$ cat src/rtl/unidade_busca.sv
// unidade_busca: instruction fetch unit.
// Issues in-order fetch requests, remembers each accepted address in an
// in-flight FIFO, and pairs responses with those addresses in a decode queue.
// A credit check (in flight + queued < depth) guarantees that a queue push
// never meets a full queue. A redirect flushes the queue and marks every
// outstanding response as stale so that it is dropped when it arrives.
module unidade_busca #(
  parameter int unsigned        LARGURA      = 32,
  parameter int unsigned        PROFUNDIDADE = 4,
  parameter logic [LARGURA-1:0] PC_RESET     = {LARGURA{1'b0}},
  parameter int unsigned        PASSO        = 4
) (
  input  logic                          clock,
  input  logic                          reset,
  output logic                          mem_req,
  output logic [LARGURA-1:0]            mem_addr,
  input  logic                          mem_ready,
  input  logic                          mem_valid,
  input  logic [LARGURA-1:0]            mem_data,
  input  logic                          desvio,
  input  logic [LARGURA-1:0]            desvio_alvo,
  input  logic                          parada,
  output logic                          id_valid,
  output logic [LARGURA-1:0]            id_pc,
  output logic [LARGURA-1:0]            id_inst,
  output logic [$clog2(PROFUNDIDADE):0] ocupacao
);

  localparam int unsigned        PW     = $clog2(PROFUNDIDADE);
  localparam int unsigned        CW     = PW + 1;
  localparam logic [CW:0]        LIMITE = (CW + 1)'(PROFUNDIDADE);
  localparam logic [LARGURA-1:0] INCR   = LARGURA'(PASSO);

  logic [LARGURA-1:0] pc_q, pc_d;
  logic [CW-1:0]      em_voo_q, em_voo_d;
  logic [CW-1:0]      descartar_q, descartar_d;
  logic [CW-1:0]      ocupacao_q, ocupacao_d;
  logic [PW-1:0]      voo_wr_q, voo_wr_d, voo_rd_q, voo_rd_d;
  logic [PW-1:0]      fila_wr_q, fila_wr_d, fila_rd_q, fila_rd_d;

  logic [LARGURA-1:0] voo_addr_q  [PROFUNDIDADE];
  logic [LARGURA-1:0] fila_pc_q   [PROFUNDIDADE];
  logic [LARGURA-1:0] fila_inst_q [PROFUNDIDADE];

  logic [CW:0] soma_s;
  logic        aceita_s, resp_s, descarta_s, push_s, pop_s;

  // Head-of-queue outputs; forced idle while reset is held.
  always_comb begin
    id_valid = !reset && (ocupacao_q != {CW{1'b0}});
    mem_addr = pc_q;
    if (id_valid) begin
      id_pc   = fila_pc_q[fila_rd_q];
      id_inst = fila_inst_q[fila_rd_q];
    end else begin
      id_pc   = {LARGURA{1'b0}};
      id_inst = {LARGURA{1'b0}};
    end
    if (reset) begin
      ocupacao = {CW{1'b0}};
    end else begin
      ocupacao = ocupacao_q;
    end
  end

  // Handshake strobes: credit-gated request, response classification, consume.
  always_comb begin
    soma_s     = {1'b0, em_voo_q} + {1'b0, ocupacao_q};
    mem_req    = !reset && !desvio && (soma_s < LIMITE);
    aceita_s   = mem_req && mem_ready;
    resp_s     = !reset && mem_valid && (em_voo_q != {CW{1'b0}});
    descarta_s = resp_s && (descartar_q != {CW{1'b0}});
    push_s     = resp_s && !desvio && (descartar_q == {CW{1'b0}});
    pop_s      = id_valid && !parada && !desvio;
  end

  // Next-state: redirect overrides push, pop and request in the same cycle.
  always_comb begin
    pc_d        = pc_q;
    em_voo_d    = em_voo_q;
    descartar_d = descartar_q;
    ocupacao_d  = ocupacao_q;
    voo_wr_d    = voo_wr_q;
    voo_rd_d    = voo_rd_q + PW'(resp_s);
    fila_wr_d   = fila_wr_q;
    fila_rd_d   = fila_rd_q;
    if (desvio) begin
      // A response in this cycle is dropped; everything still out is stale.
      pc_d        = desvio_alvo;
      em_voo_d    = em_voo_q - CW'(resp_s);
      descartar_d = em_voo_q - CW'(resp_s);
      ocupacao_d  = {CW{1'b0}};
      fila_wr_d   = {PW{1'b0}};
      fila_rd_d   = {PW{1'b0}};
    end else begin
      if (aceita_s) begin
        pc_d     = pc_q + INCR;
        voo_wr_d = voo_wr_q + {{(PW-1){1'b0}}, 1'b1};
      end else begin
        pc_d     = pc_q;
        voo_wr_d = voo_wr_q;
      end
      if (descarta_s) begin
        descartar_d = descartar_q - {{(CW-1){1'b0}}, 1'b1};
      end else begin
        descartar_d = descartar_q;
      end
      em_voo_d   = em_voo_q + CW'(aceita_s) - CW'(resp_s);
      ocupacao_d = ocupacao_q + CW'(push_s) - CW'(pop_s);
      fila_wr_d  = fila_wr_q + PW'(push_s);
      fila_rd_d  = fila_rd_q + PW'(pop_s);
    end
  end

  // Control state registers with synchronous reset.
  always_ff @(posedge clock) begin
    if (reset) begin
      pc_q        <= PC_RESET;
      em_voo_q    <= {CW{1'b0}};
      descartar_q <= {CW{1'b0}};
      ocupacao_q  <= {CW{1'b0}};
      voo_wr_q    <= {PW{1'b0}};
      voo_rd_q    <= {PW{1'b0}};
      fila_wr_q   <= {PW{1'b0}};
      fila_rd_q   <= {PW{1'b0}};
    end else begin
      pc_q        <= pc_d;
      em_voo_q    <= em_voo_d;
      descartar_q <= descartar_d;
      ocupacao_q  <= ocupacao_d;
      voo_wr_q    <= voo_wr_d;
      voo_rd_q    <= voo_rd_d;
      fila_wr_q   <= fila_wr_d;
      fila_rd_q   <= fila_rd_d;
    end
  end

  // Storage arrays; contents are only visible through valid pointers.
  always_ff @(posedge clock) begin
    if (aceita_s) begin
      voo_addr_q[voo_wr_q] <= pc_q;
    end
    if (push_s) begin
      fila_pc_q[fila_wr_q]   <= voo_addr_q[voo_rd_q];
      fila_inst_q[fila_wr_q] <= mem_data;
    end
  end

endmodule

$ cat config.mk
export PLATFORM = sky130hd
export DESIGN_NAME = unidade_busca
export DESIGN_NICKNAME = d
export VERILOG_FILES = /design/src/rtl/unidade_busca.sv
export SDC_FILE = /design/constraint.sdc
export NUM_CORES = 1
export LEC_CHECK = 0
export CAP_MARGIN = 25
export CORE_MARGIN = 1.5
export CORE_UTILIZATION = 50
export DETAILED_ROUTE_END_ITERATION = 8
export HOLD_SLACK_MARGIN = 0.1
export PLACE_DENSITY = 0.73
export SYNTH_ARGS = -nofsm -noshare
export SYNTH_HDL_FRONTEND = slang
export SYNTH_SLANG_ARGS = --single-unit
$ cat constraint.sdc
create_clock -name clock -period 11.7 [get_ports clock]
set_input_delay 3.51 -clock clock [delete_from_list [all_inputs] [get_ports clock]]
set_output_delay 3.51 -clock clock [all_outputs]
set_load 0.01 [all_outputs]
Word-level counts from Yosys, hierarchy flattened
Memories as Yosys holds them, arrays and structs flattened. A register that Yosys moved wholly into a read port is not among the register bits.
Index checks and enable logic that the tools add are counted.
{ "totals": {"register_bits": 49, "mem_bits_rw": 384, "input_bits": 70, "word_cells": 62, "mem_count": 3} }
{ "mem_list": {"columns": ["memory", "words", "word_bits", "rd", "rd_ports_with_merged_regs", "write_ports", "line", "text"], "rows": [
  ["fila_inst_q", 4, 32, 1, 1, 1, "43", "logic [LARGURA-1:0] fila_inst_q [PROFUNDIDADE];"],
  ["fila_pc_q", 4, 32, 1, 1, 1, "42", "logic [LARGURA-1:0] fila_pc_q [PROFUNDIDADE];"],
  ["voo_addr_q", 4, 32, 1, 1, 1, "41", "logic [LARGURA-1:0] voo_addr_q [PROFUNDIDADE];"]
]} }
{ "op_classes": {"n_addsub": 12, "order_cmp": 1, "muxes": 15, "bitwise_logic": 1, "reduce_logical": 22} }
{ "op_table": {"columns": ["op", "n"], "rows": [
  ["32-bit 2-to-1 mux", 4],
  ["32-bit by 3-bit adder with 32-bit output, second input constant", 1],
  ["3-bit 2-to-1 mux", 4],
  ["1-bit logical AND", 11],
  ["3-bit nonzero test", 3],
  ["3-bit by 1-bit subtractor with 3-bit output", 3],
  ["2-bit by 1-bit adder with 2-bit output", 3],
  ["3-bit by 1-bit adder with 3-bit output", 2],
  ["2-bit 2-to-1 mux", 3],
  ["3-bit by 3-bit adder with 4-bit output", 1],
  ["4-bit by 3-bit less-than comparator with 1-bit output, second input constant", 1],
  ["1-bit 2-to-1 mux", 4],
  ["2-bit nonzero test", 2],
  ["1-bit zero test", 3],
  ["3-bit zero test", 1],
  ["3-bit by 1-bit subtractor with 3-bit output, second input constant", 1],
  ["2-bit by 1-bit adder with 2-bit output, second input constant", 1],
  ["2-bit AND reduction", 1],
  ["2-bit OR reduction", 1],
  ["1-bit NOT", 1]
]} }

Logic depth before layout (Yosys ltp)
Gate-level depths: netlist (run 1).
{ "logic_depth": {"ltp_word": 7, "mapped_depth": 12, "ltp_nobuf": 12} }

Least setup slack after synthesis (run 1)
OpenSTA, ideal clock, no wires.
{ "synth_timing": {"path_type": "input to register", "start": "in reset", "end": "mem fila_inst_q[1][0] (enable)", "setup_time_ps": 578, "arrival_ps": 9253, "t_required_ps": 11122, "slack_ps": 1869, "cell_stages": 5, "n_path_buf": 1, "path_cell_list": "clkbuf_1 or3b_2 nor3_1 inv_1 nor3b_1"} }
{ "synth_via": {"elab_chain_cells": 7} }
{ "synth_rtl": {"columns": ["element", "line", "text"], "rows": [
  ["start, declared", "14", "input logic reset,"],
  ["1-bit zero test", "71", "resp_s = !reset && mem_valid && (em_voo_q != {CW{1'b0}});"],
  ["1-bit logical AND (2 in series)", "71", null],
  ["1-bit logical AND (2 in series)", "73", "push_s = resp_s && !desvio && (descartar_q == {CW{1'b0}});"],
  ["1-bit 2-to-1 mux", "143", "if (push_s) begin"],
  ["1-bit 2-to-1 mux (implied by the code)", "145", "fila_inst_q[fila_wr_q] <= mem_data;"],
  ["end, declared", "43", null]
]} }
No other way between the ends.

Worst setup path after layout (run 1)
{ "layout_timing": {"start": "in desvio", "end": "out mem_req"} }
{ "layout_via": {"elab_chain_cells": 3} }
{ "layout_rtl": {"columns": ["element", "line", "text"], "rows": [
  ["start, declared", "20", "input logic desvio,"],
  ["1-bit zero test", "69", "mem_req = !reset && !desvio && (soma_s < LIMITE);"],
  ["1-bit logical AND (2 in series)", "69", null],
  ["end, declared", "15", "output logic mem_req,"]
]} }
No other way between the ends.

==> flow_summary.ini, run 1 <==
[clock_network]
post_cts_buffers = 0
cts-root-buf = clkbuf_16
path_clk_slew_ps = 60
postCtsHoldBufs = 0
cts_tree = yes
clkSinkCount = 433
htreeDepth = 2
cts_resized = 0
cts_buffer_depth = 3
numCtsBuffers = 43
clkLatencyLatePin_ps = 530

[finish]
final_nets = 1223
final_cell_mix = edfxtp_1, clkdlybuf4s50_1, mux4_2
syn_to_final_growth_pct = 21.3
num-fill-cells = 2376
final_common_cell = edfxtp_1
post-route-util = 0.621
final_area_mm2 = 0.0210
final_cells = 1610
antenna-diode-count = 0
drive_gt1_frac = 0.164

[critical_path]
cp_cell_sequence = clkdlybuf4s50_1, buf_4, inv_1, nand2_1, nor3_1, clkdlybuf4s50_1
path_common_cell = clkdlybuf4s50_1
reg2reg_slack_ps = 8070
r2r_start = em_voo_q[2]$_SDFF_PP0_
cp-start-kind = input port
crit_required_ps = 8190
end_kind = output port
worstPathMaxFanout = 44
cp_slowest_cell = inv_1
r2r-end = fila_inst_q[1][17]$_DFFE_PP_
endpoint = mem_req
max_stage_delay_ps = 690
critPathArrivalTime_ps = 6130
startpoint = desvio
worstRegToRegCells = 6
crit_type = input port to output port

[global_route]
grt_pass1_vias = 9440
use_met1 = 0.269
grt_use_met2 = 0.317
grt_overflow = 0
antenna_found_initial = 0
met3_usage = 0.0347
grt_busiest_layer = met2
grt_usage = 0.196
grt_max_degree = 66
grt_pass1_wl_um = 53300

[sta]
tns_ps = 0
max-slew-margin-rel = 0.329
period_needed_ps = 9640
finalCritPeriodShare = 0.824
setup_viol = 0
finalMaxSlewViolations = 0
hold_violations = 0
rsz0062_at_grt = false
fin_worst_skew_ps = 14.6
tightest_slew_ps = 993
fmax_mhz = 104

[floorplan]
io_pins = 171
dieWidth_um = 189
core_region_area_mm2 = 0.0338
rows = 67
die_h_um = 189
dieArea_mm2 = 0.0357
start_util = 0.512

[routing]
vias = 9257
drt-pass1-iter-count = 5
wire_per_inst_um = 21.3
drc = 0
wl_um = 34400
drtIter0Drc = 682
drt-vias-per-instance = 5.75
postRouteAntennaNets = 0

[yosys]
ys.flop_type = edfxtp_1
syn_area_mm2 = 0.0173
synth_area_per_cell_um2 = 18.3
syn-instance-count = 947
synth_edf_count = 384
syn_nets = 1037
ys_types = 55
async_flop_share = 0
yosysSeqAreaShare = 0.724
ys_ff_latch = 433
ys_warn_count = 0

[placement]
dp_hpwl_um = 21200
portBuffers = 170
dpl.cell_count = 1534
finalWeightedCongestion = 0.891
placed_cell_area_mm2 = 0.0195

[run_status]
status = completed

[flow_run]
max_cap_violations = 0

[power]
vdd_drop_max_mv = 0.0989
p_leak_nw = 6.59
power_density_mw_per_mm2 = 157

[min_path]
hold_path.class = flop to flop
[worst max-delay path, delay by kind of cell]
family	cells	cell delay, ps
and+or+nand+nor	2	620
buffers and inverters	4	2000
[cells in the mapped netlist, types with 5 or more instances]
cell      instances  share of area
nand2_1          29         0.0063
a31oi_1          10         0.0036
mux4_2           96           0.13
dfxtp_1          49          0.057
clkbuf_1         29         0.0063
and4_1            5         0.0025
inv_1            26         0.0056
edfxtp_1        384           0.67
buf_1             6         0.0013
a211oi_1          5         0.0022
o211ai_1          5         0.0022
nand4_1          15         0.0054
and2_1           11         0.0040
a311oi_1          5         0.0025
and3_1           10         0.0036
o21ai_0          13         0.0038
nand3_1          20         0.0058
nor2b_1          68          0.025
or4_1            13         0.0056
xnor2_1           9         0.0046
nor2_1           26         0.0056
nor4_1            7         0.0025
ha_1             18          0.013
or3_1             6         0.0022
a21oi_1           7         0.0020
nor3_1           10         0.0029
buf_2            11         0.0032
[report_power, final]
part / switching, mW / internal (mW)
clock network: 0.539 / 0.825
logic: 0.0873 / 0.0895
registers: 0.0327 / 1.72
[kinds of logic after synthesis]
| kind of cell | Yosys count | synth area share |
|---|---|---|
| AO/OA/AOI/OAI | 68 | 0.0279 |
| XOR/XNOR | 12 | 0.00608 |
| adder cells (fa/ha/maj) | 20 | 0.0153 |
| buffers and inverters | 73 | 0.0166 |
| flip-flops | 433 | 0.724 |
| multiplexers | 100 | 0.127 |
| AND/OR/NAND/NOR | 241 | 0.0832 |
[sequential cells by signal (all words and copies together) (netlist names)]
register / cells
voo_wr_q: 2
mem_addr: 32
em_voo_q: 3
ocupacao_q: 3
fila_inst_q: 128
voo_rd_q: 2
fila_wr_q: 2
fila_rd_q: 2
fila_pc_q: 128
voo_addr_q: 128
descartar_q: 3
[layer usage]
layer	up-vias	part of all wire
met5	-	0
met4	0	0.029
met3	70	0.071
met2	365	0.48
met1	4639	0.42
li1	4183	-
[through the flow]
step	setup slack [ps]	hold WS, ps	power, mW
2_1_floorplan	1870	469	1.87
3_3_place_gp	2150	487	1.96
3_5_place_dp	2130	504	1.96
4_1_cts	2110	515	3.32
5_1_grt	1910	541	3.40
6_report	2060	524	3.29
[cell type report]
| type | instances | area [um2] | area share |
|---|---|---|---|
| well taps | 448 | 561 | 0.0267 |
| inverters | 27 | 101 | 0.00483 |
| repair buffers | 187 | 1870 | 0.0891 |
| clock buffers | 59 | 1200 | 0.0571 |
| multi-input cells | 441 | 4520 | 0.215 |
| clock inverters | 15 | 206 | 0.00984 |
| flip-flops and latches | 433 | 12500 | 0.597 |
[worst min-delay path by stage]
| stage | from | endpoint | slack, ps | cells past startpoint |
|---|---|---|---|---|
| final | voo_wr_q[1]$_SDFFE_PP0P_ | voo_wr_q[1]$_SDFFE_PP0P_ | 520 | 2 |
| after global routing | voo_wr_q[1]$_SDFFE_PP0P_ | voo_wr_q[1]$_SDFFE_PP0P_ | 540 | 2 |
| after CTS | voo_wr_q[1]$_SDFFE_PP0P_ | voo_wr_q[1]$_SDFFE_PP0P_ | 520 | 2 |
| after detailed placement | voo_wr_q[1]$_SDFFE_PP0P_ | voo_wr_q[1]$_SDFFE_PP0P_ | 500 | 2 |
| after global placement | voo_wr_q[1]$_SDFFE_PP0P_ | voo_wr_q[1]$_SDFFE_PP0P_ | 490 | 2 |
| after floorplan | voo_wr_q[1]$_SDFFE_PP0P_ | voo_wr_q[1]$_SDFFE_PP0P_ | 470 | 2 |
No activity file was read; power rests on OpenSTA's default activity.
==> run 2, diff against run 1 <==
Settings changed: PLACE_DENSITY 0.73 to 0.76.
Clock period 11.7 ns to 7.8 ns, I/O delays scaled along.
==> flow_summary.ini, run 2 (same netlist as run 1, synthesis figures left out) <==
[run_status]
status = completed

[critical_path]
cp_slowest_cell = clkdlybuf4s50_1
max_stage_delay_ps = 550
crit_type = input port to output port
crit_required_ps = 5460
crit_buf_inv = 3
cp_cell_sequence = clkdlybuf4s50_1, nor2b_1, nor3_2, buf_12, nor2b_1, clkdlybuf4s50_1
worstPathMaxFanout = 66
cp-start-kind = input port
critPathArrivalTime_ps = 4240
end_kind = output port
path_delay_family = buffers and inverters

[global_route]
grt_usage = 0.201
antenna_found_initial = 1
grt_use_met2 = 0.333
use_met1 = 0.284
grt_pass1_wl_um = 55000
grt_pass1_vias = 9531
grt_max_degree = 67
met3_usage = 0.0280
grt_busiest_layer = met2
grt_overflow = 0

[power]
p_clk_frac = 0.410
switching_power_mw = 1.01
sw_frac_of_total = 0.205
pwr-share-comb = 0.055
vdd_drop_max_mv = 0.123
p_int_mw = 3.91
p_leak_nw = 6.68
pwr-share-seq = 0.534
power_density_mw_per_mm2 = 232

[clock_network]
cts_buffer_depth = 3
postCtsHoldBufs = 0
post_cts_buffers = 0
cts_resized = 0
clkLatencyLatePin_ps = 530
clkSinkCount = 433
htreeDepth = 2
path_clk_slew_ps = 70
cts-root-buf = clkbuf_16
numCtsBuffers = 42
cts_tree = yes

[routing]
wl_um = 35400
drc = 0
wire_per_inst_um = 21.9
postRouteAntennaNets = 0
drtIter0Drc = 734
drt-pass1-iter-count = 5
drt-vias-per-instance = 5.77
vias = 9361

[finish]
drive_gt1_frac = 0.174
final_common_cell = edfxtp_1
reg.largest.list = fila_inst_q (128), fila_pc_q (128), voo_addr_q (128)
multi_input_area_mm2 = 0.00454
seqCellArea_mm2 = 0.0125
final_cell_mix = edfxtp_1, clkdlybuf4s50_1, mux4_2
syn_to_final_growth_pct = 22.5
antenna-diode-count = 0
num-fill-cells = 2348
final_nets = 1230

[floorplan]
dieWidth_um = 189
io_pins = 171
dieArea_mm2 = 0.0357
die_h_um = 189
core_region_area_mm2 = 0.0338
start_util = 0.512
rows = 67

[placement]
portBuffers = 170
finalWeightedCongestion = 0.818
dp_hpwl_um = 21700

[min_path]
hold_path.class = flop to flop

[sta]
setup_viol = 0
hold_violations = 0
rsz0062_at_grt = false
tightest_slew_ps = 924
finalCritPeriodShare = 0.844
tns_ps = 0
fin_worst_skew_ps = 17.2
fmax_mhz = 152
period_needed_ps = 6580
max-slew-margin-rel = 0.375
timing.hold.ws_ps = 513
finalMaxSlewViolations = 0

[flow_run]
max_cap_violations = 0
==> run 2: power groups by stage <==
stage | Combinational, mW | Clock, mW | Sequential [mW]
final | 0.273 | 2.02 | 2.63
after global routing | 0.298 | 2.14 | 2.63
after detailed placement | 0.273 | 0 | 2.68
after global placement | 0.263 | 0 | 2.67
after CTS | 0.275 | 2.06 | 2.63
after floorplan | 0.150 | 0 | 2.66
==> run 2: final timing paths <==
| check | slack, ps | cells after the start | startpoint | endpoint |
|---|---|---|---|---|
| max reg2reg | 4530 | 12 | em_voo_q[2]$_SDFF_PP0_ | em_voo_q[2]$_SDFF_PP0_ |
| min | 510 | 2 | voo_wr_q[1]$_SDFFE_PP0P_ | voo_wr_q[1]$_SDFFE_PP0P_ |
| min reg2reg | 510 | 2 | voo_wr_q[1]$_SDFFE_PP0P_ | voo_wr_q[1]$_SDFFE_PP0P_ |
| max | 1220 | 6 | reset | id_pc[24] |
==> run 2: worst min-delay path, stage by stage, from the launching register on <==
cell	delay (ps)
dfxtp_1	340
nand2_1	60
a21oi_1	60
==> run 2: final cells by class <==
| type | instances | area share |
|---|---|---|
| Sequential cell | 433 | 0.591 |
| Multi-Input combinational cell | 441 | 0.214 |
| Timing Repair Buffer | 195 | 0.0972 |
| Clock buffer | 53 | 0.0569 |
| Tap cell | 448 | 0.0265 |
| Clock inverter | 24 | 0.00951 |
| Inverter | 27 | 0.00478 |
==> run 2: per-stage QoR <==
| stage | std cells | power, mW | area (um2) | setup slack (ps) | utilization |
|---|---|---|---|---|---|
| final | 1621 | 4.92 | 21200 | 1220 | 0.627 |
| after CTS | 1619 | 4.96 | 21100 | 1230 | 0.625 |
| after floorplan | 947 | 2.81 | 17300 | 1380 | - |
| after global placement | 1538 | 2.94 | 19600 | 1270 | 0.581 |
| after detailed placement | 1542 | 2.95 | 19700 | 1230 | 0.584 |
| after global routing | 1621 | 5.07 | 21200 | 1140 | 0.627 |
==> run 2: metal layers <==
| layer | up-vias | routed length, um |
|---|---|---|
| met5 | - | 10 |
| met4 | 2 | 665 |
| met3 | 57 | 2360 |
| met2 | 390 | 17300 |
| met1 | 4710 | 15100 |
| li1 | 4202 | - |
